==> config.mk <==
export PLATFORM = sky130hd
export DESIGN_NAME = lz77_decoder_stream
export DESIGN_NICKNAME = d
export VERILOG_FILES = /design/src/rtl/lz77_decoder_stream.sv
export SDC_FILE = /design/constraint.sdc
export NUM_CORES = 1
export LEC_CHECK = 0
export CAP_MARGIN = 20
export CORE_MARGIN = 2
export CORE_UTILIZATION = 45
export DETAILED_ROUTE_END_ITERATION = 8
export GPL_ROUTABILITY_DRIVEN = 0
export SLEW_MARGIN = 10
export SYNTH_ARGS = -nofsm -noshare
export SYNTH_HDL_FRONTEND = slang
export SYNTH_SLANG_ARGS = --single-unit
==> constraint.sdc <==
create_clock -name clk -period 3.9 [get_ports clk]
set_input_delay 0.39 -clock clk [delete_from_list [all_inputs] [get_ports clk]]
set_output_delay 0.39 -clock clk [all_outputs]
set_load 0.005 [all_outputs]
==> src/rtl/lz77_decoder_stream.sv <==
// lz77_decoder_stream: expands (pos, len, literal) tokens into one character per cycle
// using a shift-register search buffer, with valid/ready back-pressure on both sides.
module lz77_decoder_stream #(
   parameter int SEARCH_DEPTH = 9,
   parameter int CHAR_W = 8,
   parameter int POS_W = 4,
   parameter int LEN_W = 3,
   parameter logic [CHAR_W-1:0] END_CHAR = CHAR_W'('h24)
) (
   input  logic              clk,
   input  logic              reset,
   input  logic              in_valid,
   output logic              in_ready,
   input  logic [POS_W-1:0]  code_pos,
   input  logic [LEN_W-1:0]  code_len,
   input  logic [CHAR_W-1:0] chardata,
   output logic              out_valid,
   input  logic              out_ready,
   output logic [CHAR_W-1:0] char_nxt,
   output logic              finish,
   output logic              pos_err
);
   typedef enum logic [1:0] {IDLE, DEC, FIN} state_t;
   state_t            state_q;
   logic [CHAR_W-1:0] buf_q [SEARCH_DEPTH];
   logic [POS_W-1:0]  pos_q;
   logic [LEN_W-1:0]  len_q, cnt_q;
   logic [CHAR_W-1:0] lit_q, char_q;
   logic              out_valid_q, finish_q, pos_err_q;
   logic              adv, accept, last, pos_bad;
   logic [CHAR_W-1:0] copy_d, emit_d;

   // An out-of-range position matches no entry, so the copy naturally reads as zero.
   always_comb begin
      copy_d = '0;
      for (int i = 0; i < SEARCH_DEPTH; i++)
         if (pos_q == POS_W'(i)) copy_d = buf_q[i];
   end

   assign pos_bad   = {1'b0, pos_q} >= (POS_W+1)'(SEARCH_DEPTH);
   assign adv       = !out_valid_q || out_ready;
   assign last      = cnt_q == len_q;
   assign emit_d    = last ? lit_q : copy_d;
   assign in_ready  = reset && adv &&
                      (state_q == IDLE || (state_q == DEC && last && lit_q != END_CHAR));
   assign accept    = in_valid && in_ready;
   assign out_valid = out_valid_q;
   assign char_nxt  = char_q;
   assign finish    = finish_q;
   assign pos_err   = pos_err_q;

   always_ff @(posedge clk or negedge reset) begin
      if (!reset) begin
         state_q     <= IDLE;
         buf_q       <= '{default: '0};
         pos_q       <= '0;
         len_q       <= '0;
         cnt_q       <= '0;
         lit_q       <= '0;
         char_q      <= '0;
         out_valid_q <= 1'b0;
         finish_q    <= 1'b0;
         pos_err_q   <= 1'b0;
      end else begin
         if (accept) begin
            pos_q <= code_pos;
            len_q <= code_len;
            lit_q <= chardata;
            cnt_q <= '0;
         end
         case (state_q)
            IDLE: begin
               if (adv) out_valid_q <= 1'b0;
               if (accept) state_q <= DEC;
            end
            DEC: if (adv) begin
               out_valid_q <= 1'b1;
               char_q      <= emit_d;
               buf_q[0]    <= emit_d;
               for (int i = SEARCH_DEPTH - 1; i > 0; i--) buf_q[i] <= buf_q[i-1];
               if (!last) begin
                  cnt_q <= cnt_q + 1'b1;
                  if (pos_bad) pos_err_q <= 1'b1;
               end else
                  state_q <= (lit_q == END_CHAR) ? FIN : accept ? DEC : IDLE;
            end
            FIN: if (out_valid_q && out_ready) begin
               out_valid_q <= 1'b0;
               finish_q    <= 1'b1;
            end
            default: state_q <= IDLE;
         endcase
      end
   end
endmodule

# == Word level (Yosys, flattened, before mapping) ==
# Index checks and enable logic that the tools add are counted.
# word_totals
regBits,95
latchBits,0
ram_bits,0
romBits,0
inputBits,19
output_inout_bits,12
mem_count,0
# classes
addsub,1
n_mul,0
n_div,0
magnitude_cmp,1
n_eq_ne,19
n_shift,0
muxes,24
bitwise,2
reduce_logical,18
# op_table
operator,count
two-way mux 8 bit,10
"equality test 4 x 3 -> 1 bit, second input constant",4
two-way mux 3 bit,4
AND reduction 4 bit,3
"!= test 10 x 2 -> 1 bit, second input constant",1
"!= test 2 bit, second input constant",5
"equality test 4 x 2 -> 1 bit, second input constant",2
"equality test 8 x 6 -> 1 bit, second input constant",1
two-way mux 2 bit,4
"!= test 8 x 6 -> 1 bit, second input constant",1
logical AND 1 bit,6
one-hot mux 2 bit (3 select lines),1
"equality test 4 x 1 -> 1 bit, second input constant",1
"equality test 4 bit, second input constant",1
">= comparator 4 bit, second input constant",1
logical NOT 4 bit,1
two-way mux 1 bit,4
AND reduction 2 bit,2
"adder 3 x 1 -> 3 bit, second input constant",1
equality test 3 bit,1
one-hot mux 1 bit (3 select lines),1
AND reduction 3 bit,1
nonzero test 3 bit,1
"equality test 2 x 1 -> 1 bit, second input constant",1
other kinds (5),7

# == Longest topological paths before layout ==
# Gate-level depths: netlist (run 1).
# logic_depth
depth_word,11
depth_mapped,7
ltp_nobuf,5

# == Least setup slack after synthesis (run 1) ==
# Ideal clock, no wire load.
# synth_path
kind,flip-flop to flip-flop
startpoint,register lit_q[4]
endpoint,register len_q[0]
setup_ns,0.125
arrival_time_ns,1.589
setup_slack_ns,2.186
stages_incl_launch_ff,7
path_buffers,1
cell_sequence,dfrtp_1 -> nor4b_1 -> and4b_1 -> o21ai_2 -> nand4_4 -> buf_4 -> mux2_2
# synth_between
elab_chain_cells,5
# synth_rtl
item,line,source
from (decl),28,"logic [CHAR_W-1:0] lit_q, char_q;"
from (signal assigned),68,lit_q <= chardata;
!= test 8 x 6 -> 1 bit,45,(state_q == IDLE || (state_q == DEC && last && lit_q != END_CHAR));
logical AND 1 bit,45,
logical OR 1 bit,45,
logical AND 1 bit,44,assign in_ready = reset && adv &&
logical AND 1 bit,46,assign accept = in_valid && in_ready;
to (signal assigned),67,len_q <= code_len;
to (decl),27,"logic [LEN_W-1:0] len_q, cnt_q;"
# No other way between the ends.
# A chain may end at the register's enable or synchronous reset.

# == Worst setup path after layout (run 1) ==
# layout_path
startpoint,register cnt_q[0]
endpoint,output port in_ready
# layout_between
elab_chain_cells,5
# layout_rtl
item,line,source
from (decl),27,
from (signal assigned),82,cnt_q <= cnt_q + 1'b1;
equality test 3 bit,42,assign last = cnt_q == len_q;
logical AND 1 bit (2 in a row),45,
logical OR 1 bit,45,
logical AND 1 bit,44,
to (decl),13,"output logic in_ready,"
# No other way between the ends.

==> metrics.txt, run 1 <==
final core occ=about half; Post-CTS Setup Bufs=0; total gr overflow=0; Peak VDD IR=roughly 0.33 mV; wirelength, routed=around 9700 um; Gate Count Post-Synth=around 490; placed cells=between 600 and 700; share of cells above drive strength 1=9.98%; Sequential Power Share=43.0%; post-synthesis adder-cell area fraction=less than 1%; R2R setup slack=1620 ps; Total Power=~4.0 mW; Worst Slack Setup Final=about 1300 ps; cell area after synthesis=~4500 um2; Area Growth Syn to Fin=12.9%; top cells by area, synth=dfrtp_1, nand2_1, mux2_2, nor2_1, buf_4; NetSw=~1.6 mW; Max-Cap Viols=0; HPWL Detailed=between 6000 and 7000 um; CP Buf/Inv Count=2; Vias/cell=around 5.2; clock share of power=~20%; Final period util=around 66%; Register Area=2380 um2; total die area=10,700 um2; PostCTS Resize Cnt=0; status=finished clean; cts hold-fix bufs=0; All-Layer GR Usage=just under 20%; DRC viols=0; worst path required time=about 3500 ps; multi-input logic area=roughly 1900 um2; combinational share of power=between 30 and 40%; die width=between 100 and 150 um; RSZ-0062 raised after global routing=no; worst hold slack=just over 50 ps; TritonCTS sink count=95; Setup crit start kind=flop; antenna cells=0; design area=between 5000 and 6000 um2; Final Non-Filler Cells=approximately 630; layout net count=around 520; Internal Power=around 2.4 mW; Final Hold Fails=0; die height=around 100 um; post-synthesis mux area share=5.40%; slew of the pin with the lowest slew margin=roughly 900 ps; Primary FF master, synth=dfrtp_1; CP Capture Type=primary output; top cell type's share of synthesized area=between 50% and 60%; switch share=39.8%; Final setup violation count=0; critical path class=flop to primary output; initial antenna violation count=0; clk_lat worst skew=around 370 ps; leading cell type by number of instances after synthesis=nand2_1; final slew viol count=0; worst rel slew slack=between 40% and 50%; fillers=roughly 900; complex-gate fraction of the synthesized area=between 9 and 10%; Synth warnings=0; Clk Tree Root Cell=clkbuf_8; Yosys top cell by area=dfrtp_1; DR pass1 iterations=4; worst-path fanout max=21; largest family of logic cells by synthesized area=simple AND/OR/NAND/NOR gates; Post-Synth Simple-Gate Area=26.4%; vias in the first global route=a little over 3,000; CP arrival=between 2000 and 2500 ps; Yosys reg bits=95; Synth Net Count=roughly 500; post-synth cell types=between 40 and 50; Worst path slowest cell=clkdlybuf4s50_1; asr flop ratio synth=100%; Max Clock Skew=between 10 and 15 ps; HP Class=primary input to asynchronous set/reset pin; io pins=31; EDFF count, synth=0; Initial Utilization=around 46%; first-pass GRT wire length=roughly 16,000 um; cells along the critical path=xnor2_1 -> nand3_1 -> buf_4 -> o21ai_2 -> and3_1 -> clkdlybuf4s50_1; Synth Area in XOR/XNOR=less than 1%; Initial DRC Count=170; slowest stage delay, CP=around 500 ps; H-tree level count=3; clock buffer depth=2; cts bufs inserted=9; placed cell areas=between 4000 and 5000 um2; TNS Setup=0 ps; standard-cell row count=36; core area=between 9000 and 10,000 um2; fmax=slightly below 0.4 GHz; CTS tree=built; Worst path top cell family by delay=buffers and inverters; top cells by count, synth=nand2_1, dfrtp_1, nor2_1; WL per Instance=around 15 um; Worst-path clk slew=around 100 ps; power density over the cells=roughly 800 nW/um2; DR vias=~3,300; worst slack at placement=1470 ps; Synth Area per Inst=around 9.2 um2; part of the Yosys area used for sequential elements=approximately 53%; ANT nets after route=0; leakage=~2.4 nW; IO Port Bufs=30; largest net degree at the start of global routing=65; min Tclk post-route=between 2000 and 3000 ps
## final timing paths
check                         start          end  cells after the start
setup / recovery           cnt_q[0]     in_ready                      6
hold / removal                reset     len_q[1]                      1
setup reg to reg           pos_q[0]  char_nxt[6]                      5
hold reg to reg            buf_q[3]     buf_q[3]                      2
max in group asynchronous     reset     buf_q[3]                      2
min in group clk           buf_q[3]     buf_q[3]                      2
## cells in the final DEF, fill, tap and decap left out, types with 6 or more instances in the layout
master           count
clkdlybuf4s50_1     29
mux2_2              16
nor2b_1              7
inv_1                6
mux2i_1              6
o22ai_1              6
clkbuf_8             9
nand2_1            192
dfrtp_1             95
a22oi_1              7
nor3_1               9
nand2b_1            10
nor2_1              22
buf_4                6
nand3_1              9
a22o_1               7
## state kept, by name, indices dropped and copies added, names as in the netlist
register   cells
state_q        2
pos_q          4
cnt_q          3
len_q          3
finish         1
out_valid      1
pos_err        1
buf_q         64
char_nxt       8
lit_q          8
## routing by layer
layer	vias to the layer above	wire, um	global-route usage, %
met2	44	4430	29.7
li1	1622	-	-
met1	1605	4830	28.5
met3	7	318	3.63
met5	-	0	0
met4	0	97	5.67
## final cells by class
class                   instances  area share, %
well taps                     133           3.31
flip-flops and latches         95           47.3
clock inverters                 7           2.39
inverters                       6          0.448
multi-input cells             349           37.4
repair buffers                 35           6.67
clock buffers                   9           2.46
## power by group through the flow
stage               clock network [mW]  registers [mW]  logic (mW)
CTS                              0.809            1.71        1.50
global route                     0.848            1.77        1.67
detailed placement                   0            1.73        1.50
finish                           0.791            1.71        1.47
global placement                     0            1.72        1.46
floorplan                            0            1.53        1.24
## cells by family after synthesis
logic type / Yosys count
DFF: 95
xor gates and xnor gates: 4
and+or+nand+nor: 269
AOI/OAI and AO/OA: 53
adders and majority gates: 1
buffers and inverters: 42
muxes: 22
## worst register-to-register path: stages (launching register included)
cell,delay [ps]
dfrtp_1,880
nor4b_2,770
and2_1,220
o32ai_1,90
nand3_1,140
a22o_1,130
Note: power is estimated with default switching activity, not from simulation.
==> inputs of run 2 (changes only) <==
==> constraint.sdc (replaced) <==
create_clock -name clk -period 2.6 [get_ports clk]
set_input_delay 0.26 -clock clk [delete_from_list [all_inputs] [get_ports clk]]
set_output_delay 0.26 -clock clk [all_outputs]
set_load 0.005 [all_outputs]
==> run 2 against run 1 <==
Net effect:
- final cell count rose by 0.95%
- power is 48% higher
- count of clock-buffer cells in the layout is 1 higher
- die area did not move
- clock power increased by 34%
- global-route usage is 0.40 points higher
- hold slack better by 200 ps
- core utilization grew 0.43 points
==> metrics.txt, run 2 (synthesis results as in run 1) <==
placed cell areas=roughly 4800 um2; min Tclk post-route=between 2000 and 2500 ps; R2R setup slack=650 ps; reg2reg start=pos_q[2]; io pins=31; cts hold-fix bufs=1; worst hold slack=between 200 and 300 ps; CTS tree=built; TritonCTS sink count=95; reg2reg path depth=5; Vias/cell=~5.2; DR pass1 iterations=4; CP arrival=approximately 2000 ps; wirelength, routed=9750 um; Final setup violation count=0; vias in the first global route=3,068; slowest stage delay, CP=roughly 450 ps; Area Growth Syn to Fin=13.8%; final slew viol count=0; PostCTS Resize Cnt=0; Total Power=between 5 and 6 mW; standard-cell row count=36; Max-Cap Viols=0; multi-input logic area=1880 um2; max reg flops=64; RR Endpoint=char_nxt[3]; Initial DRC Count=172; Reg with most FFs=buf_q; DR vias=between 3,000 and 4,000; die height=103 um; die width=~100 um; critical path class=flop to primary output; first-pass GRT wire length=about 16,000 um; ANT nets after route=0; fillers=a little over 900; Worst path slowest cell=clkdlybuf4s50_1; Register Area=approximately 2400 um2; Final period util=89.0%; design area=approximately 5000 um2; Worst-path clk slew=around 90 ps; worst-path fanout max=3; H-tree level count=3; CP Capture Type=primary output; layout net count=roughly 520; WL per Instance=15.2 um; HPWL Detailed=6450 um; largest net degree at the start of global routing=between 90 and 100; Peak VDD IR=~0.5 mV; antenna cells=0; clk_lat worst skew=~370 ps; final core occ=a little over half; DRC viols=0; initial antenna violation count=0; status=finished clean; slew of the pin with the lowest slew margin=between 600 and 700 ps; fmax=between 0.4 and 0.5 GHz; core area=9680 um2; Post-CTS Setup Bufs=0; worst rel slew slack=around 55%; worst path required time=2340 ps; TNS Setup=0 ps; Max Clock Skew=13.6 ps; power density over the cells=approximately 1200 nW/um2; cts bufs inserted=9; Clk Tree Root Cell=clkbuf_8; Setup crit start kind=flop; clock buffer depth=2; RSZ-0062 raised after global routing=no; HP Class=primary input to asynchronous set/reset pin; share of cells above drive strength 1=a little over a tenth; cells along the critical path=nor4b_1 -> and4b_1 -> o21ai_2 -> and3_1 -> clkdlybuf4s50_1; most frequent cells in the layout=nand2_1, dfrtp_1, clkdlybuf4s50_1; Final Hold Fails=0; total gr overflow=0; IO Port Bufs=30; All-Layer GR Usage=19.9%; most common cell after layout, fill and taps aside=nand2_1; total die area=between 10,000 and 15,000 um2; Initial Utilization=46.0%; leakage=2.46 nW
-- run 2: layout make-up --
type,count,area share [%]
Clock buffer,10,2.52
Clock inverter,6,1.68
Multi-Input combinational cell,349,37.1
Inverter,6,0.444
Tap cell,133,3.28
Timing Repair Buffer,41,8.05
Sequential cell,95,46.9
-- run 2: worst max-delay path by stage --
stage | startpoint | endpoint | slack, ps | cells past startpoint
after floorplan | lit_q[4] | len_q[0] | 890 | 6
after global placement | out_ready | in_ready | 580 | 5
after detailed placement | out_ready | in_ready | 560 | 5
after CTS | lit_q[4] | in_ready | 250 | 5
after global routing | lit_q[4] | in_ready | 150 | 5
final | lit_q[4] | in_ready | 290 | 5
-- run 2: worst max-delay path, delay by kind of cell, from the launching register on --
| family | cells | cell delay, ps |
|---|---|---|
| simple gates | 3 | 760 |
| flops | 1 | 400 |
| buf+inv | 1 | 450 |
| compound gates | 1 | 90 |
-- run 2: metrics by stage --
stage          setup WS [ps]  std cells
6_report                 287        640
5_1_grt                  155        640
4_1_cts                  250        640
3_5_place_dp             555        623
3_3_place_gp             585        623
2_1_floorplan            886        486
-- run 2: power breakdown --
part,total (mW),switching [mW],internal [mW],leakage (nW)
combinational,2.32,1.30,1.02,1.13
sequential,2.51,0.521,1.99,1.23
clock,1.06,0.525,0.539,0.102
-- run 2: layer usage --
metal	global-route usage, %	up-vias	routed length (um)
met4	6.68	0	139
met5	0	-	0
met3	3.83	11	360
li1	-	1635	-
met2	27.6	51	4250
met1	31.0	1609	5010
==> inputs of run 3 (changes only) <==
--- a/config.mk
+++ b/config.mk
@@ -8,6 +8,7 @@
 export CAP_MARGIN = 20
 export CORE_MARGIN = 2
 export CORE_UTILIZATION = 45
+export CTS_BUF_LIST = sky130_fd_sc_hd__clkbuf_4
 export DETAILED_ROUTE_END_ITERATION = 8
 export GPL_ROUTABILITY_DRIVEN = 0
 export SLEW_MARGIN = 10
==> run 3 against run 2 <==
Net effect:
- wire length decreased by 0.26%
- global-route usage increased by 0.10 points
- critical path depth unchanged
- first-iteration DRC count decreased by 0.58%
- register-to-register slack about the same
- power decreased by 3.0%
- clock skew increased by 6.8 ps
- design area decreased by 1.0%
==> metrics.txt, run 3 (synthesis results as in run 1) <==
worst path required time=about 2300 ps; core area=just under 10,000 um2; Reg with most FFs=buf_q; clock buffer depth=2; reg2reg path depth=5; H-tree level count=3; min Tclk post-route=about 2400 ps; cells along the critical path=nor4b_1 -> and4b_1 -> o21ai_2 -> and3_1 -> clkdlybuf4s50_1; All-Layer GR Usage=between 10% and 20%; worst slack at placement=~560 ps; worst hold slack=~150 ps; ANT nets after route=0; Worst path slowest cell=clkdlybuf4s50_1; die width=roughly 100 um; total gr overflow=0; first-pass GRT wire length=16,100 um; max reg flops=64; CTS tree=built; CP Launch Point=lit_q[4]; worst rel slew slack=a little under three fifths; slew of the pin with the lowest slew margin=667 ps; most frequent cells in the layout=nand2_1, dfrtp_1, clkdlybuf4s50_1; share of cells above drive strength 1=10.8%; DRC viols=0; Initial DRC Count=roughly 170; placed cells=between 600 and 700; initial antenna violation count=0; PostCTS Resize Cnt=0; Worst-path clk slew=140 ps; Crit path depth=5; largest net degree at the start of global routing=between 90 and 100; die height=a little over 100 um; R2R setup slack=roughly 650 ps; critical path class=flop to primary output; CP Buf/Inv Count=1; Setup crit start kind=flop; Final period util=93.1%; HP Class=primary input to asynchronous set/reset pin; Worst Slack Setup Final=between 150 and 200 ps; slowest stage delay, CP=about 450 ps; Max Clock Skew=between 20 and 25 ps; TNS Setup=0 ps; standard-cell row count=36; crit path to=in_ready; vias in the first global route=3,056; io pins=31; status=finished clean; total die area=between 10,000 and 15,000 um2; IO Port Bufs=30; Vias/cell=roughly 5.2; leakage=about 2.4 nW; wirelength, routed=9730 um; WL per Instance=roughly 15 um; Final setup violation count=0; TritonCTS sink count=95; DR pass1 iterations=5; Worst path top cell family by delay=simple AND/OR/NAND/NOR gates; power density over the cells=roughly 1100 nW/um2; RSZ-0062 raised after global routing=no; Area Growth Syn to Fin=12.6%; RR Endpoint=char_nxt[3]; most common cell after layout, fill and taps aside=nand2_1; Max-Cap Viols=0; final slew viol count=0; clk_lat worst skew=around 470 ps; worst-path fanout max=3; Initial Utilization=about 46%; layout net count=522; Peak VDD IR=0.490 mV; Final Non-Filler Cells=640; reg2reg start=pos_q[2]; antenna cells=0; CP Capture Type=primary output; CP arrival=roughly 2200 ps; HPWL Detailed=approximately 6400 um; Clk Tree Root Cell=clkbuf_4; cts bufs inserted=9; DR vias=about 3,300; Final Hold Fails=0; fmax=slightly above 0.4 GHz
-- run 3: cell counts in the layout (fill, tap and decap cells not counted) --
Identical to the previous run, type by type.
-- run 3: worst register-to-register path: stages, from the launching register on --
cell	delay (ps)
dfrtp_1	710
nand2b_1	270
nor2_2	320
a22oi_1	180
a31o_2	280
o21ai_0	130
-- run 3: worst min-delay path by stage --
stage / slack, ps / cells past startpoint / to
after floorplan: -40 / 0 / buf_q[0]
after global placement: 100 / 1 / state_q[1]
after detailed placement: 100 / 1 / state_q[1]
after CTS: 130 / 2 / state_q[1]
after global routing: 120 / 2 / state_q[1]
final: 150 / 2 / state_q[1]
-- run 3: per-stage QoR --
step                      util (%)  power, mW  area [um2]
after global routing          51.8       6.20        5010
after global placement        50.0       4.83        4840
after floorplan                  -       4.16        4450
after CTS                     51.8       5.79        5010
final                         51.8       5.72        5010
after detailed placement      50.0       4.89        4840
-- run 3: what timing repair did --
| item | CTS | global route |
|---|---|---|
| hold buffers | 1 | 0 |
| buffers inserted | 0 | 0 |
| hold endpoints to repair | 95 | 0 |
-- run 3: area by class of cell --
class | count | area, um2
Fill cell | 923 | 4670
Inverter | 6 | 22.5
Multi-Input combinational cell | 349 | 1880
Clock inverter | 6 | 85.1
Tap cell | 133 | 166
Timing Repair Buffer | 41 | 408
Clock buffer | 10 | 75.1
Sequential cell | 95 | 2380
-- run 3: where the power goes --
group	total [mW]	internal, mW	switching (mW)
clock	0.901	0.397	0.504
sequential	2.51	1.99	0.522
combinational	2.31	1.02	1.29
total	5.72	3.40	2.32
-- run 3: layer usage --
layer / vias up / track usage, % / routed length, um
met2: 51 / 27.5 / 4260
li1: 1641 / - / -
met1: 1603 / 31.0 / 4990
met3: 11 / 4.03 / 329
met4: 0 / 7.29 / 149
met5: - / 0 / 0
